--- config.mk ---
export PLATFORM = sky130hd
export DESIGN_NAME = ser_wordasm_flat
export DESIGN_NICKNAME = d
export VERILOG_FILES = /design/src/rtl/ser_wordasm_pkg.sv /design/src/rtl/ser_wordasm_if.sv /design/src/rtl/ser_fifo.sv /design/src/rtl/ser_wordasm.sv /design/src/flat_wrapper.sv
export SDC_FILE = /design/constraint.sdc
export NUM_CORES = 1
export LEC_CHECK = 0
export ABC_AREA = 1
export BUFFER_PORTS_ARGS = -buffer_cell sky130_fd_sc_hd__buf_4
export CAP_MARGIN = 20
export CORE_UTILIZATION = 27
export CTS_BUF_LIST = sky130_fd_sc_hd__clkbuf_8
export DETAILED_ROUTE_END_ITERATION = 7
export GPL_TIMING_DRIVEN = 0
export PLACE_DENSITY_LB_ADDON = 0.2
export RECOVER_POWER = 100
export SLEW_MARGIN = 0
export SYNTH_ARGS = -nofsm -noshare
export SYNTH_HDL_FRONTEND = slang
export SYNTH_SLANG_ARGS = --single-unit
export TNS_END_PERCENT = 50
--- constraint.sdc ---
create_clock -name clk -period 3.18 [get_ports clk]
set_clock_uncertainty 0.15 [all_clocks]
set_input_delay 0.318 -clock clk [delete_from_list [all_inputs] [get_ports clk]]
set_output_delay 0.318 -clock clk [all_outputs]
set_load 0.1 [all_outputs]
--- src/rtl/ser_wordasm_pkg.sv ---
// ser_wordasm_pkg: shared serial-path widths, defaults and assembler state type.
package ser_wordasm_pkg;
    localparam int BYTE_W         = 8;
    localparam int WORD_W         = 32;
    localparam int BYTES_PER_WORD = 4;
    localparam int DEF_DEPTH      = 16;
    localparam int DEF_TIMEOUT    = 1000000;
    typedef enum logic {COLLECT, OUT} asm_state_e;
endpackage

--- src/rtl/ser_wordasm_if.sv ---
// ser_wordasm_if: receiver-side byte strobe, command-word handshake and status of the word assembler.
interface ser_wordasm_if
    import ser_wordasm_pkg::*;
#(
    parameter int DEPTH = DEF_DEPTH
);
    localparam int LW = $clog2(DEPTH + 1);
    logic              rcv_full;
    logic [BYTE_W-1:0] rcv_data;
    logic              word_valid;
    logic              word_ready;
    logic [WORD_W-1:0] word_data;
    logic [LW-1:0]     level;
    logic              overflow;
    logic              frame_err;
    logic              err_clr;
    modport master (
        output rcv_full, rcv_data, word_ready, err_clr,
        input  word_valid, word_data, level, overflow, frame_err
    );
    modport slave (
        input  rcv_full, rcv_data, word_ready, err_clr,
        output word_valid, word_data, level, overflow, frame_err
    );
endinterface

--- src/rtl/ser_fifo.sv ---
// ser_fifo: synchronous FIFO with explicit occupancy count; a push is accepted when full if a pop happens in the same cycle.
module ser_fifo #(
    parameter int DEPTH = 16,
    parameter int W     = 8
) (
    input  logic                       clk,
    input  logic                       reset,
    input  logic                       push_i,
    input  logic [W-1:0]               din_i,
    input  logic                       pop_i,
    output logic [W-1:0]               dout_o,
    output logic [$clog2(DEPTH+1)-1:0] level_o,
    output logic                       full_o,
    output logic                       empty_o
);
    localparam int AW = $clog2(DEPTH);
    localparam int LW = $clog2(DEPTH + 1);
    logic [W-1:0]  mem [DEPTH];
    logic [AW-1:0] wr_q, wr_d, rd_q, rd_d;
    logic [LW-1:0] level_q, level_d;
    logic          wr_en, rd_en;
    always_comb begin
        full_o  = level_q == LW'(DEPTH);
        empty_o = level_q == '0;
        rd_en   = pop_i && !empty_o;
        wr_en   = push_i && (!full_o || rd_en);
        wr_d    = wr_en ? wr_q + 1'b1 : wr_q;
        rd_d    = rd_en ? rd_q + 1'b1 : rd_q;
        level_d = level_q + LW'(wr_en) - LW'(rd_en);
        dout_o  = mem[rd_q];
        level_o = level_q;
    end
    always_ff @(posedge clk or posedge reset) begin
        if (reset) begin
            wr_q    <= '0;
            rd_q    <= '0;
            level_q <= '0;
        end else begin
            wr_q    <= wr_d;
            rd_q    <= rd_d;
            level_q <= level_d;
        end
    end
    always_ff @(posedge clk) begin
        if (wr_en) mem[wr_q] <= din_i;
    end
endmodule

--- src/rtl/ser_wordasm.sv ---
// ser_wordasm: buffers received bytes, packs them little-endian into 32-bit command words,
// flags dropped bytes and discards partial words after a line-idle timeout.
module ser_wordasm
    import ser_wordasm_pkg::*;
#(
    parameter int DEPTH   = DEF_DEPTH,
    parameter int TIMEOUT = DEF_TIMEOUT
) (
    input logic          clk,
    input logic          reset,
    ser_wordasm_if.slave bus
);
    localparam int IW = $clog2(BYTES_PER_WORD);
    localparam int CW = $clog2(TIMEOUT + 1);
    localparam int LW = $clog2(DEPTH + 1);
    localparam logic [IW-1:0] LAST = IW'(BYTES_PER_WORD - 1);
    asm_state_e                            state_q, state_d;
    logic [IW-1:0]                         idx_q, idx_d;
    logic [BYTES_PER_WORD-2:0][BYTE_W-1:0] lanes_q, lanes_d;
    logic [WORD_W-1:0]                     word_q, word_d;
    logic [CW-1:0]                         cnt_q, cnt_d;
    logic                                  ovf_q, ovf_d, ferr_q, ferr_d;
    logic                                  pop, idle, tmo, drop, full, empty;
    logic [BYTE_W-1:0]                     head;
    logic [LW-1:0]                         level;
    ser_fifo #(.DEPTH(DEPTH), .W(BYTE_W)) u_fifo (
        .clk     (clk),
        .reset   (reset),
        .push_i  (bus.rcv_full),
        .din_i   (bus.rcv_data),
        .pop_i   (pop),
        .dout_o  (head),
        .level_o (level),
        .full_o  (full),
        .empty_o (empty)
    );
    always_comb begin
        pop     = state_q == COLLECT && !empty;
        idle    = state_q == COLLECT && idx_q != '0 && empty;
        tmo     = idle && cnt_q == CW'(TIMEOUT - 1);
        drop    = bus.rcv_full && full && !pop;
        state_d = state_q;
        idx_d   = idx_q;
        lanes_d = lanes_q;
        word_d  = word_q;
        // The last byte goes straight into the output word, so only BYTES_PER_WORD-1 lanes are stored.
        if (pop && idx_q == LAST) begin
            state_d = OUT;
            idx_d   = '0;
            word_d  = {head, lanes_q};
        end else if (pop) begin
            lanes_d[idx_q] = head;
            idx_d          = idx_q + 1'b1;
        end else if (tmo) begin
            idx_d   = '0;
            lanes_d = '0;
        end else if (state_q == OUT && bus.word_ready) begin
            state_d = COLLECT;
        end
        cnt_d  = idle && !tmo ? cnt_q + 1'b1 : '0;
        ovf_d  = drop || (ovf_q && !bus.err_clr);
        ferr_d = tmo || (ferr_q && !bus.err_clr);
    end
    always_ff @(posedge clk or posedge reset) begin
        if (reset) begin
            state_q <= COLLECT;
            idx_q   <= '0;
            lanes_q <= '0;
            word_q  <= '0;
            cnt_q   <= '0;
            ovf_q   <= 1'b0;
            ferr_q  <= 1'b0;
        end else begin
            state_q <= state_d;
            idx_q   <= idx_d;
            lanes_q <= lanes_d;
            word_q  <= word_d;
            cnt_q   <= cnt_d;
            ovf_q   <= ovf_d;
            ferr_q  <= ferr_d;
        end
    end
    assign bus.word_valid = state_q == OUT;
    assign bus.word_data  = word_q;
    assign bus.level      = level;
    assign bus.overflow   = ovf_q;
    assign bus.frame_err  = ferr_q;
endmodule
--- src/flat_wrapper.sv ---
// flat-port wrapper written by rule: the top's interface ports become plain ports
module ser_wordasm_flat import ser_wordasm_pkg::*;
#(
    parameter int DEPTH   = DEF_DEPTH,
    parameter int TIMEOUT = DEF_TIMEOUT
)
  (clk, reset, bus_rcv_full, bus_rcv_data, bus_word_ready, bus_err_clr, bus_word_valid, bus_word_data, bus_level, bus_overflow, bus_frame_err);
  ser_wordasm_if #(.DEPTH(DEPTH)) bus_i ();
  input logic clk;
  input logic reset;
  input wire logic [$bits(bus_i.rcv_full)-1:0] bus_rcv_full;
  input wire logic [$bits(bus_i.rcv_data)-1:0] bus_rcv_data;
  input wire logic [$bits(bus_i.word_ready)-1:0] bus_word_ready;
  input wire logic [$bits(bus_i.err_clr)-1:0] bus_err_clr;
  output wire logic [$bits(bus_i.word_valid)-1:0] bus_word_valid;
  output wire logic [$bits(bus_i.word_data)-1:0] bus_word_data;
  output wire logic [$bits(bus_i.level)-1:0] bus_level;
  output wire logic [$bits(bus_i.overflow)-1:0] bus_overflow;
  output wire logic [$bits(bus_i.frame_err)-1:0] bus_frame_err;
  assign bus_i.rcv_full = bus_rcv_full;
  assign bus_i.rcv_data = bus_rcv_data;
  assign bus_i.word_ready = bus_word_ready;
  assign bus_i.err_clr = bus_err_clr;
  assign bus_word_valid = bus_i.word_valid;
  assign bus_word_data = bus_i.word_data;
  assign bus_level = bus_i.level;
  assign bus_overflow = bus_i.overflow;
  assign bus_frame_err = bus_i.frame_err;
  ser_wordasm #(.DEPTH(DEPTH), .TIMEOUT(TIMEOUT)) u_core (.clk(clk), .reset(reset), .bus(bus_i));
endmodule
### After elaboration in Yosys (flattened, before gate mapping)

Memories as Yosys holds them, arrays and structs flattened.
Cells that the tools add are included.

| word-level totals | value |
|---|---|
| memory bits (writable) | 128 |
| register bits after elaboration | 94 |
| memories | 1 |

| operators by class | value |
|---|---|
| bitwise operators | 2 |
| $lt $le $gt $ge | 2 |
| reductions and logical operators | 29 |
| mux-type cells | 15 |
| $add $sub $neg | 6 |
| equal/unequal tests | 5 |

Memories:

| memory | depth | width | rd ports | clocked after Yosys merged registers in | write ports | line | text |
|---|---|---|---|---|---|---|---|
| u_core.u_fifo.mem | 16 | 8 | 1 | 0 | 1 | ser_fifo.sv:18 | `logic [W-1:0] mem [DEPTH];` |

Operators with widths:

| operator | number |
|---|---|
| 2-to-1 mux 24 bit | 2 |
| bitwise mux 24 bit | 1 |
| adder 20 x 1 -> 20 bit (second input constant) | 1 |
| == test 20 bit (second input constant) | 1 |
| 2-to-1 mux 20 bit | 1 |
| demux 8 bit (select 2 bit) | 1 |
| logical AND 1 bit | 14 |
| adder 4 x 1 -> 4 bit (second input constant) | 2 |
| 2-to-1 mux 8 bit | 1 |
| 2-to-1 mux 1 bit | 6 |
| 2-to-1 mux 2 bit | 3 |
| nonzero test 2 bit | 3 |
| adder 5 x 1 -> 5 bit | 1 |
| == test 5 bit (second input constant) | 1 |
| zero test 1 bit | 5 |
| zero test 5 bit | 1 |
| subtractor 5 x 1 -> 5 bit | 1 |
| logical OR 1 bit | 3 |
| less-than comparator 2 x 3 -> 1 bit (second input constant) | 1 |
| AND reduction 3 bit | 1 |
| nonzero test 3 bit | 1 |
| adder 2 x 1 -> 2 bit (second input constant) | 1 |
| == test 2 bit (second input constant) | 1 |
| >= comparator 2 x 1 -> 1 bit (second input constant) | 1 |
| 4 further kinds | 5 |

### Longest topological paths before layout

| logic depth | value |
|---|---|
| depth in word-level cells | 8 |
| gate-level depth with buffers | 12 |
| depth with buffers taken out | 12 |

### Hierarchy

From an unflattened synthesis, not the netlist that was laid out.

| unflattened totals | value |
|---|---|
| cells, all modules | 1,008 |
| area, all modules | 9,919.5 um2 |

By module, submodules not included:

| module | cells an instance | times used | area each (um2) | seq. area each (um2) |
|---|---|---|---|---|
| ser_fifo | 623 | 1 | 6,288.5 | 4,169.0 |
| ser_wordasm | 385 | 1 | 3,631.0 | 2,026.9 |

### Worst setup path after synthesis

Ideal clock, no wire load.

| timing | value |
|---|---|
| path kind | flip-flop to flip-flop |
| from | reg u_core.u_fifo.level_q[2], in the netlist u_core.u_fifo.level_o[2] |
| to | reg u_core.u_fifo.level_q[4], in the netlist u_core.u_fifo.level_o[4] |
| cell stages (with the launch flop) | 13 |
| path slack | 0.061 ns |
| arrival time | 2.890 ns |
| cell sequence | dfrtp_1 -> inv_1 -> ha_1 -> nand3b_2 -> nand2_4 -> inv_2 -> ha_1 -> inv_1 -> ha_1 -> inv_1 -> fa_1 -> o21ai_0 -> xor2_1 |

| between the ends | value |
|---|---|
| longest elaborated chain between the ends | 8 |
| elaborated cells on any way between the ends | 10 |
| classes of those cells | add/sub (2); eq/ne (1); reduce/logical (7) |

RTL lines:

| element | line | text |
|---|---|---|
| from (decl) | ser_fifo.sv:20 | `logic [LW-1:0] level_q, level_d;` |
| from (signal assigned) | ser_fifo.sv:41 | `level_q <= level_d;` |
| zero test 5 bit * | ser_fifo.sv:24 | `empty_o = level_q == '0;` |
| zero test 1 bit * | ser_fifo.sv:25, ser_wordasm.sv:38 |  |
| logical AND 1 bit | ser_wordasm.sv:38 | `pop = state_q == COLLECT && !empty;` |
| logical AND 1 bit * | ser_fifo.sv:25 | `rd_en = pop_i && !empty_o;` |
| named net u_core.u_fifo.rd_en | ser_fifo.sv:21 | `logic wr_en, rd_en;` |
| logical OR 1 bit | ser_fifo.sv:26 | `wr_en = push_i && (!full_o \|\| rd_en);` |
| logical AND 1 bit | ser_fifo.sv:26 |  |
| adder 5 x 1 -> 5 bit | ser_fifo.sv:29 | `level_d = level_q + LW'(wr_en) - LW'(rd_en);` |
| subtractor 5 x 1 -> 5 bit * | ser_fifo.sv:29 |  |
| named net u_core.u_fifo.level_d[4] | ser_fifo.sv:20 |  |

The timed path passes the listed nets; every way through them passes the cells marked *.
A chain may end at the register's enable or synchronous reset.

### Final worst setup path

Same ends and word-level chain as after synthesis.

==> out/results.tsv <==
metric	value	unit
category of the worst setup path launch point	flip-flop	
worst-case clock buffer depth	3	
final standard cell utilization of the core	32.0	%
highest clock frequency the design can meet	0.365	GHz
library cells used by synthesis	33	
Arr. time, crit path	3070	ps
Post-Syn Nets	1065	
Critical Path Fanout Max	10	
number of DRC violations after detailed-routing iteration 0	425	
leading cell type by number of instances after synthesis	nand2_1	
Total GRT Usage	14.1	%
initial standard-cell utilization of the core	27.6	%
Critical path origin	u_core.u_fifo.level_o[2]$_DFF_PP0_	
DR pass1 iterations	7	
Mean Syn Cell Area	9.52	um2
sequential-to-total area share from yosys stat	62.9	%
antenna-violating nets left	0	
startpoint-to-endpoint class of the critical path	reg -> reg	
Final setup violation count	0	
via density per instance	4.27	
ys async rst share	42.3	%
setup TNS after final layout	0	ps
worst setup timing slack at the placement stage	376	ps
flop-to-flop setup slack	440	ps
DPL Wire Length	16.8	mm
clock buffer count from CTS	40	
post-layout instance count excluding filler cells	1632	
total detailed-routing wirelength	25.4	mm
number of buffers added for setup after CTS	0	
Pins Over Slew Limit	38	
clock latency on the worst-skew pair	550	ps
Num Clock Sinks	222	
via count of the first global-routing pass	6885	
register clock-pin slew on the reported worst setup and hold paths	60	ps
remaining global-route overflow	0	
number of warnings printed during yosys synthesis	0	
Floorplan Core Area	35700	um2
total leakage power	5.23	nW
Worst R2R Start	u_core.u_fifo.level_o[2]$_DFF_PP0_	
DRC violation count after routing	10	
final routed wire length divided by cell count	15.5	um
share of the cycle needed by the critical path after routing	86.2	%
summed instance area of the synthesized netlist	9850	um2
wire length of the first global-routing pass	39.3	mm
share of layout cells above drive strength 1	7.86	%
cell types occupying the most area after synthesis	edfxtp_1 (39%), dfrtp_1 (24%), nand2_1 (14%), nand3_1 (6.2%), inv_1 (5.1%)	
pwr/cell area	1040	nW/um2
Die Span Y	193	um
largest net degree at the start of global routing	59	
violated checks	DRC, capacitance limit, slew limit	
transition time at the pin with the least slew margin	1690	ps
Reg-to-Reg End	u_core.u_fifo.level_o[4]$_DFF_PP0_	
leading post-synthesis cells by instance count	nand2_1 (371), inv_1 (134), edfxtp_1 (128), nand3_1 (122), dfrtp_1 (94)	
Worst Setup End Kind	flip-flop	
gpl congestion	0.830	
Via Count	6963	
Hold Violations, Final	0	
cell count after synthesis	1035	
Port-buffer cells	52	
CP Data Required Time	3500	ps
Clock Tree Root	clkbuf_8	
post-route minimum period	2740	ps
number of flip-flops and latches in the synthesized netlist	222	
CTS Hold Buffers Added	12	
hold path startpoint	bus_rcv_full	
clock tree from TritonCTS	built	
number of nets in the final layout	1172	
number of antenna diodes	0	
headroom to the max-slew limit	-13.4	%
capture endpoint of the worst hold path	u_core.u_fifo.wr_q[0]$_DFFE_PP0P_	
Reg2Reg Depth	12	
ys flop type	edfxtp_1	
number of max-capacitance violations reported	1	
placement row count	69	
instance count along the most critical hold path	3	
die area	37300	um2
post-layout worst setup margin	439	ps
initial antenna violation count	0	
worst-case vdd ir drop	0.325	mV
# placed instances	1549	
Yosys top cell by area	edfxtp_1	
outcome	complete, but fails checks	
unrepaired setup endpoints after global routing	false	
post-cts resize count	0	
worst min-delay path category	in -> reg	
number of I/O pins	53	
number of enable-type register cells in the synthesized netlist	128	
CTS HTree Levels	2	
fraction of post-synthesis cell area in the top cell type by area	39.0	%
Die X	193	um
Layout Area Growth over Synthesis	16.2	%
stage by stage:
step / cell area (um2) / hold WS (ps) / power [mW]
after floorplan: 9850 / 264 / 8.09
after global placement: 10800 / 304 / 9.75
after detailed placement: 10900 / 259 / 9.77
after CTS: 11700 / 94.3 / 12.3
after global routing: 11400 / 129 / 12.7
final: 11400 / 115 / 11.9
power breakdown:
group	internal, mW	leakage, nW	switching, mW
combinational	1.13	2.42	4.31
sequential	3.66	2.39	0.305
clock	1.33	0.423	1.18
cells by family (layout without fill, tap and decap cells):
group / after synthesis / count (layout) / share of synthesized area, %
compound gates: 20 / 20 / 1.08
simple gates: 590 / 590 / 25.3
flops: 222 / 222 / 62.9
xor+xnor: 14 / 14 / 1.24
fa+ha+maj: 17 / 17 / 2.23
buf+inv: 172 / 308 / 7.29
routing by layer:
metal	share of wire [%]	global-route usage (%)
met2	46	22.7
met4	1.6	3.82
met5	0	0
met1	48	19.3
met3	5.3	2.59
final cells by class:
| type | count | area [um2] |
|---|---|---|
| Fill cell | 3811 | 24300 |
| Sequential cell | 222 | 6200 |
| Multi-Input combinational cell | 641 | 2890 |
| Clock buffer | 43 | 592 |
| Tap cell | 461 | 577 |
| Inverter | 140 | 529 |
| Timing Repair Buffer | 65 | 338 |
| Buffer | 32 | 185 |
| Clock inverter | 28 | 145 |
cell usage in the layout (no fill, tap or decap), drive strengths merged:
| master | n |
|---|---|
| nand2 | 379 |
| edfxtp | 128 |
| nand4 | 5 |
| clkinv | 14 |
| xnor2 | 3 |
| clkbuf | 98 |
| bufinv | 1 |
| o22ai | 1 |
| inv | 150 |
| nand3 | 123 |
| ha | 16 |
| nor3 | 6 |
| o211ai | 1 |
| a21oi | 6 |
| nor2 | 72 |
| o21bai | 1 |
| xor2 | 11 |
| nor3b | 4 |
| nand3b | 1 |
| o21ai | 11 |
| fa | 1 |
| dlygate4sd3 | 12 |
| buf | 30 |
| dfrtp | 94 |
| clkinvlp | 3 |
worst max-delay path by stage:
stage / to / cells past startpoint
finish: u_core.u_fifo.level_o[4]$_DFF_PP0_ / 12
floorplan: u_core.u_fifo.level_o[4]$_DFF_PP0_ / 12
CTS: u_core.u_fifo.level_o[4]$_DFF_PP0_ / 12
global placement: u_core.bus.word_data[27]$_DFFE_PP0P_ / 2
global route: u_core.u_fifo.level_o[4]$_DFF_PP0_ / 12
detailed placement: u_core.u_fifo.level_o[4]$_DFF_PP0_ / 12
flip-flops by register name (all words and copies together) (netlist names):
signal	count
u_core.idx_q	2
u_core.bus.frame_err	1
u_core.u_fifo.rd_q	4
u_core.cnt_q	20
u_core.bus.word_data	32
u_core.bus.word_valid	1
u_core.u_fifo.wr_q	4
u_core.u_fifo.mem	128
u_core.lanes_q	24
u_core.u_fifo.level_o	5
u_core.bus.overflow	1
critical path, cell delays in order, from the launching register on:
cell and delay, ps:
dfrtp_1 370, inv_1 80, ha_1 220, nand3b_2 150
nand2_4 120, inv_2 230, ha_1 280, inv_1 50
ha_1 150, inv_1 50, fa_1 400, o21ai_0 230
xor2_1 160
(Power assumes the default switching activity.)
